===== src/rtl/pc_branch_seq.sv =====
// Program-counter sequencer with conditional/unconditional redirects and a one-slot squash bubble.
// Define HAP_LINK_STACK_EN to enable the CALL/RET link stack; otherwise CALL acts as J and RET as NOP.
module pc_branch_seq #(
    parameter logic [7:0] RESET_VEC   = 8'h00,
    parameter int         STACK_DEPTH = 4
) (
    input  logic       clk,
    input  logic       rst,
    input  logic [7:0] flag,
    input  logic [2:0] mode,
    input  logic [7:0] target,
    input  logic [7:0] reg_target,
    input  logic       br_valid,
    input  logic       stall,
    output logic [7:0] pc,
    output logic       taken,
    output logic       flush,
    output logic       stack_err
);

    typedef enum logic {
        RUN   = 1'b0,
        FLUSH = 1'b1
    } state_t;

    localparam logic [2:0] OP_NOP  = 3'b000;
    localparam logic [2:0] OP_BRT  = 3'b001;
    localparam logic [2:0] OP_BRF  = 3'b010;
    localparam logic [2:0] OP_J    = 3'b011;
    localparam logic [2:0] OP_JR   = 3'b100;
    localparam logic [2:0] OP_CALL = 3'b101;
    localparam logic [2:0] OP_RET  = 3'b110;

    state_t     state_q, state_d;
    logic [7:0] pc_q, pc_d;
    logic       taken_q, taken_d;
    logic       redir;
    logic [7:0] redir_pc;
    logic       push, pop;

    // Only bit 0 of the compare word carries meaning.
    logic unused_bits;

`ifdef HAP_LINK_STACK_EN
    localparam int PW = (STACK_DEPTH > 1) ? $clog2(STACK_DEPTH) : 1;
    localparam int CW = $clog2(STACK_DEPTH + 1);
    localparam logic [PW-1:0] LAST_IDX = PW'(STACK_DEPTH - 1);
    localparam logic [CW-1:0] FULL_CNT = CW'(STACK_DEPTH);

    logic [7:0]    mem_q [STACK_DEPTH];
    logic [PW-1:0] sp_q, sp_d;
    logic [CW-1:0] cnt_q, cnt_d;
    logic          err_q, err_d;
    logic [PW-1:0] top_idx, sp_inc;
    logic          stk_empty, stk_full;

    assign unused_bits = ^flag[7:1];
    assign top_idx     = (sp_q == '0) ? LAST_IDX : sp_q - PW'(1);
    assign sp_inc      = (sp_q == LAST_IDX) ? '0 : sp_q + PW'(1);
    assign stk_empty   = (cnt_q == '0);
    assign stk_full    = (cnt_q == FULL_CNT);
`else
    assign unused_bits = ^flag[7:1] ^ (STACK_DEPTH != 0);
`endif

    // Redirect decode; only meaningful when RUN, unstalled and br_valid.
    always_comb begin
        redir    = 1'b0;
        redir_pc = target;
        push     = 1'b0;
        pop      = 1'b0;
        case (mode)
            OP_BRT:  redir = flag[0];
            OP_BRF:  redir = ~flag[0];
            OP_J:    redir = 1'b1;
            OP_JR: begin
                redir    = 1'b1;
                redir_pc = reg_target;
            end
            OP_CALL: begin
                redir = 1'b1;
`ifdef HAP_LINK_STACK_EN
                push  = 1'b1;
`endif
            end
            OP_RET: begin
`ifdef HAP_LINK_STACK_EN
                redir    = 1'b1;
                pop      = 1'b1;
                redir_pc = stk_empty ? RESET_VEC : mem_q[top_idx];
`endif
            end
            OP_NOP:  redir = 1'b0;
            default: redir = 1'b0;
        endcase
    end

    always_comb begin
        state_d = state_q;
        pc_d    = pc_q;
        taken_d = 1'b0;
        if (!stall) begin
            case (state_q)
                RUN: begin
                    if (br_valid && redir) begin
                        pc_d    = redir_pc;
                        taken_d = 1'b1;
                        state_d = FLUSH;
                    end else begin
                        pc_d = pc_q + 8'd1;
                    end
                end
                FLUSH: begin
                    pc_d    = pc_q + 8'd1;
                    state_d = RUN;
                end
                default: state_d = RUN;
            endcase
        end
    end

    always_ff @(posedge clk or posedge rst) begin
        if (rst) begin
            state_q <= RUN;
            pc_q    <= RESET_VEC;
            taken_q <= 1'b0;
        end else begin
            state_q <= state_d;
            pc_q    <= pc_d;
            taken_q <= taken_d;
        end
    end

`ifdef HAP_LINK_STACK_EN
    logic do_push, do_pop;

    assign do_push = push && br_valid && !stall && (state_q == RUN);
    assign do_pop  = pop  && br_valid && !stall && (state_q == RUN);

    // A push into a full circular stack lands on the oldest slot, which sp_q already points at.
    always_comb begin
        sp_d  = sp_q;
        cnt_d = cnt_q;
        err_d = err_q;
        if (do_push) begin
            sp_d = sp_inc;
            if (stk_full) begin
                err_d = 1'b1;
            end else begin
                cnt_d = cnt_q + CW'(1);
            end
        end else if (do_pop) begin
            if (stk_empty) begin
                err_d = 1'b1;
            end else begin
                sp_d  = top_idx;
                cnt_d = cnt_q - CW'(1);
            end
        end
    end

    always_ff @(posedge clk or posedge rst) begin
        if (rst) begin
            sp_q  <= '0;
            cnt_q <= '0;
            err_q <= 1'b0;
        end else begin
            sp_q  <= sp_d;
            cnt_q <= cnt_d;
            err_q <= err_d;
        end
    end

    always_ff @(posedge clk) begin
        if (do_push) begin
            mem_q[sp_q] <= pc_q;
        end
    end

    assign stack_err = err_q;
`else
    logic unused_ctl;
    assign unused_ctl = push ^ pop;
    assign stack_err  = 1'b0;
`endif

    assign pc    = pc_q;
    assign taken = taken_q;
    assign flush = (state_q == FLUSH);

endmodule

===== config.mk =====
export PLATFORM = sky130hd
export DESIGN_NAME = pc_branch_seq
export DESIGN_NICKNAME = d
export VERILOG_FILES = /design/src/rtl/pc_branch_seq.sv
export SDC_FILE = /design/constraint.sdc
export NUM_CORES = 1
export LEC_CHECK = 0
export ABC_AREA = 1
export CORE_MARGIN = 3
export CORE_UTILIZATION = 23
export DETAILED_ROUTE_END_ITERATION = 16
export REMOVE_ABC_BUFFERS = 1
export SYNTH_ARGS = -nofsm -noshare
export SYNTH_HDL_FRONTEND = slang
export SYNTH_SLANG_ARGS = --single-unit

===== constraint.sdc =====
create_clock -name clk -period 1.37 [get_ports clk]
set_clock_uncertainty 0.05 [all_clocks]
set_input_delay 0.2055 -clock clk [delete_from_list [all_inputs] [get_ports clk]]
set_output_delay 0.2055 -clock clk [all_outputs]
set_load 0.005 [all_outputs]

---- Yosys cells after proc, flatten, opt, wreduce, memory -nomap -nowiden ----
Index checks and enable logic that the tools add are counted.
word-level totals
  word-level logic and storage cells ...... 21
  output and inout port bits .............. 11
  flip-flop bits (word level) ............. 10
  input bits .............................. 31
cells by class
  bitwise logic cells ..................... 2
  $add $sub $neg .......................... 1
  reduce and logical (&&, ||, !) cells .... 2
  muxes and demuxes ....................... 8
  equal/unequal tests ..................... 5
operator list
  kind                                                              count
  8-bit 2-to-1 mux                                                  2
  8-bit one-hot mux with 2 select lines                             1
  8-bit by 1-bit adder with 8-bit output (second input constant)    1
  3-bit by 2-bit == test with 1-bit output (second input constant)  2
  3-bit == test (second input constant)                             2
  3-bit by 1-bit == test with 1-bit output (second input constant)  1
  1-bit 2-to-1 mux                                                  3
  1-bit one-hot mux with 3 select lines                             1
  3-bit OR reduction                                                1
  1-bit inverter                                                    2
  1-bit one-hot mux with 2 select lines                             1
  1-bit logical AND                                                 1

---- Logic depth before layout (Yosys ltp) ----
  word-level depth ........................ 7
  mapped depth ............................ 9
  gate-level depth less buffers ........... 8

---- Worst setup path after synthesis ----
Ideal clock, no wire load.
  kind .................................... flip-flop to flip-flop
  start point ............................. register state_q, in the netlist flush
  end point ............................... register pc_q[6], in the netlist pc[6]
  slack ................................... 0.160 ns
  clock period less this slack ............ 1.210 ns
  library setup time ...................... 0.122 ns
  stages on the path, launching flop included .. 9
  arrival time ............................ 1.038 ns
  path through ............................ dfrtp_1 inv_1 nand2_1 nor2_8 nand2_4 nor2_4 nand2_1 nand2_1 nor2_1
between the ends
  longest elaborated chain between the ends .. 2
ends and longest elaborated chain
  element                                    RTL line  text
  start: declaration                         34        state_t state_q, state_d;
  start signal: assignment                   128       state_q <= state_d;
  1-bit inverter                             -
  8-bit one-hot mux with 2 select lines (*)  103       case (state_q)
  end signal: assignment                     129       pc_q <= pc_d;
  end: declaration                           35        logic [7:0] pc_q, pc_d;
Mark *: on every way between the ends. The rest lies on a longest branch, timed or not.
A chain may end at the register's enable or synchronous reset.

---- Worst setup path after layout ----
  start point ............................. register pc_q[1], in the netlist pc[1]
  end point ............................... output pc[1]
RTL lines
  element           RTL line  text
  end: declaration  15        output logic [7:0] pc,
No word-level cell between the ends.

==> results.json <==
{
  "layoutNonFillerInstCount": 226,
  "min_period_ns": 1.337,
  "final_core_util": 0.4122,
  "synth_top_area_cell": "dfrtp_1",
  "ant_nets": 0,
  "gp_congestion": 0.7700,
  "grt_pass1_vias": 922,
  "synth_area_leaders": "dfrtp_1 30%, nand2_1 21%, nand3_1 11%, inv_1 6.2%, nand4_1 3.7%",
  "use_met1": 0.1481,
  "drv_cap": 0,
  "seq_area_frac_synth": 0.2972,
  "setup_viol": 0,
  "synth_top_area_frac": 0.2972,
  "required_ns": 1.11,
  "r2r_start": "pc[1]",
  "status": "finished, final reports clean",
  "nFillCells": 356,
  "grt_setup_unrepaired": "true",
  "cts_root_buf": "clkbuf_8",
  "fin_total_pwr_w": 0.001506,
  "rr_endpoint": "pc[6]",
  "start_kind": "flip-flop",
  "cts_made_buffers": 3,
  "dp.cells": 210,
  "fmax_ghz": 0.7482,
  "die-area_um2": 4423,
  "num_io_pins": 42,
  "p_per_area_nw_per_um2": 1062,
  "cts.clk_slew.worst_paths_ns": 0.05,
  "crit_path_end": "pc[1]",
  "r2r_setup_slack_ns": 0.05,
  "syn_to_final_growth_pct": 68.50,
  "diodes": 0,
  "multi_input_area_um2": 525.5,
  "row_count": 21,
  "wl_per_cell_um": 11.04,
  "drtIter0Drc": 19,
  "grt_use_met3": 0.03879,
  "gr-total-overflow": 0,
  "synth.yosys.warnings": 0,
  "grt_usage": 0.1160,
  "num-nets-final": 214,
  "io_buffers": 33,
  "grtUsageMet2": 0.1970,
  "drcViolationCount": 0,
  "end_kind": "primary output",
  "layout-drive-gt1-share": 0.2056,
  "top_usage_layer": "met2",
  "layout_common_cells": "47 x nand2_1, 25 x clkdlybuf4s50_1, 19 x nand3_1",
  "r2r_cells": 8,
  "arrival_ns": 1.08,
  "hold_buffers": 0,
  "cts_buffer_depth": 2,
  "grt_pass1_wl_mm": 3.960,
  "cts_max_level": 1,
  "totalWireLength_mm": 2.496,
  "cp_max_fo": 3,
  "final_common_cell": "nand2_1",
  "synth_cells": 128,
  "avgSynthCellArea_um2": 6.579,
  "die_w_um": 66.51,
  "clock-sinks": 10,
  "worstSetupPathType": "reg2out",
  "core_um2": 3442,
  "slew_viol_final": 0,
  "p_leak_nw": 0.7453,
  "ys_ff_latch": 10,
  "die_height_um": 66.51,
  "period_share": 0.9756,
  "via_per_inst": 4.336,
  "hold_viol_final": 0,
  "ys_types": 24,
  "grt_max_degree": 11,
  "hold_class": "in2async",
  "cp-startpoint": "pc[1]",
  "first_pass_iters": 4,
  "ir_drop_v": 0.0009340,
  "vias": 980,
  "seqCellArea_um2": 251.5,
  "fin_area_um2": 1419,
  "insertion_delay_ns": 0.23,
  "syn_area_um2": 842.1,
  "grt_antenna_before_repair": 0,
  "place_hpwl_mm": 1.903,
  "start_util": 0.2446,
  "cts_tree": "yes",
  "dpl_cell_area_um2": 1245
}
-- layer usage --
layer / up-vias / wire length [um] / share of wire
met2: 27 / 1263 / 0.51
met3: 0 / 152 / 0.061
met1: 442 / 1080 / 0.43
met5: - / 0 / 0
met4: 0 / 0 / 0
li1: 511 / - / -
-- state kept, by name, summed over array words and instances (netlist names) --
register and count:
pc 8, flush 1, taken 1
-- timing repair --
action	4_1_cts	5_1_grt
pin swaps	1	4
setup endpoints to repair	9	9
gates resized for setup	5	12
setup buffers	7	6
-- through the flow --
| step | setup slack [ns] | hold WS [ns] | setup TNS, ns |
|---|---|---|---|
| 2_1_floorplan | 0.1604 | -0.004322 | 0 |
| 4_1_cts | 0.009795 | 0.2359 | 0 |
| 3_5_place_dp | -0.2873 | 0.4799 | -1.807 |
| 6_report | 0.03346 | 0.2167 | 0 |
| 3_3_place_gp | -0.2048 | 0.4713 | -1.427 |
| 5_1_grt | -0.02655 | 0.2623 | -0.03893 |
-- how the worst min path moves through the flow --
stage                      from  endpoint  slack, ns  cells past startpoint
after global routing        rst     pc[3]       0.26                      2
final                       rst     pc[4]       0.22                      2
after floorplan             rst     flush     -0.004                      1
after detailed placement    rst     pc[5]       0.48                      2
after global placement    pc[1]     pc[1]       0.47                      2
after CTS                   rst     pc[4]       0.24                      2
-- cell type report --
cell class / instances / area share
Multi-Input combinational cell: 99 / 0.3704
Timing Repair Buffer: 52 / 0.3404
Sequential cell: 10 / 0.1772
Inverter: 16 / 0.04233
Tap cell: 46 / 0.04056
Clock buffer: 3 / 0.02910
-- critical path, cell delays in order, from the launching register on --
cell             delay, ns
dfrtp_1               0.39
buf_4                 0.14
buf_4                 0.12
clkdlybuf4s15_1       0.19
-- cell usage after synthesis --
| master | n |
|---|---|
| nand2_2 | 2 |
| buf_6 | 2 |
| dfrtp_1 | 10 |
| buf_4 | 1 |
| nor3_1 | 1 |
| nor2_8 | 1 |
| nand3b_1 | 2 |
| nand2_4 | 1 |
| nand3_4 | 1 |
| a21oi_1 | 1 |
| o21ai_1 | 1 |
| ha_1 | 1 |
| nor2_2 | 1 |
| nand2_1 | 48 |
| nor2_1 | 8 |
| o21ai_0 | 2 |
| inv_2 | 2 |
| nand3_1 | 19 |
| nor2_4 | 2 |
| nand4_1 | 5 |
| nand3_2 | 1 |
| xnor2_1 | 1 |
| inv_1 | 14 |
| conb_1 | 1 |
-- kinds of logic (layout without fill, tap and decap cells) --
| group | Yosys count | after routing | synth area share |
|---|---|---|---|
| XOR/XNOR | 1 | 1 | 0.01040 |
| buffers and inverters | 19 | 71 | 0.1070 |
| AO/OA/AOI/OAI | 4 | 4 | 0.02376 |
| other | 1 | 1 | 0.004453 |
| AND/OR/NAND/NOR | 92 | 92 | 0.5423 |
| flip-flops | 10 | 10 | 0.2972 |
| adder cells (fa/ha/maj) | 1 | 1 | 0.01486 |
-- power breakdown --
| group | internal [W] | switching (W) |
|---|---|---|
| Clock | 0.000192 | 0.000112 |
| Sequential | 0.000371 | 0.0000502 |
| Combinational | 0.000432 | 0.000349 |
(Power assumes the default switching activity.)
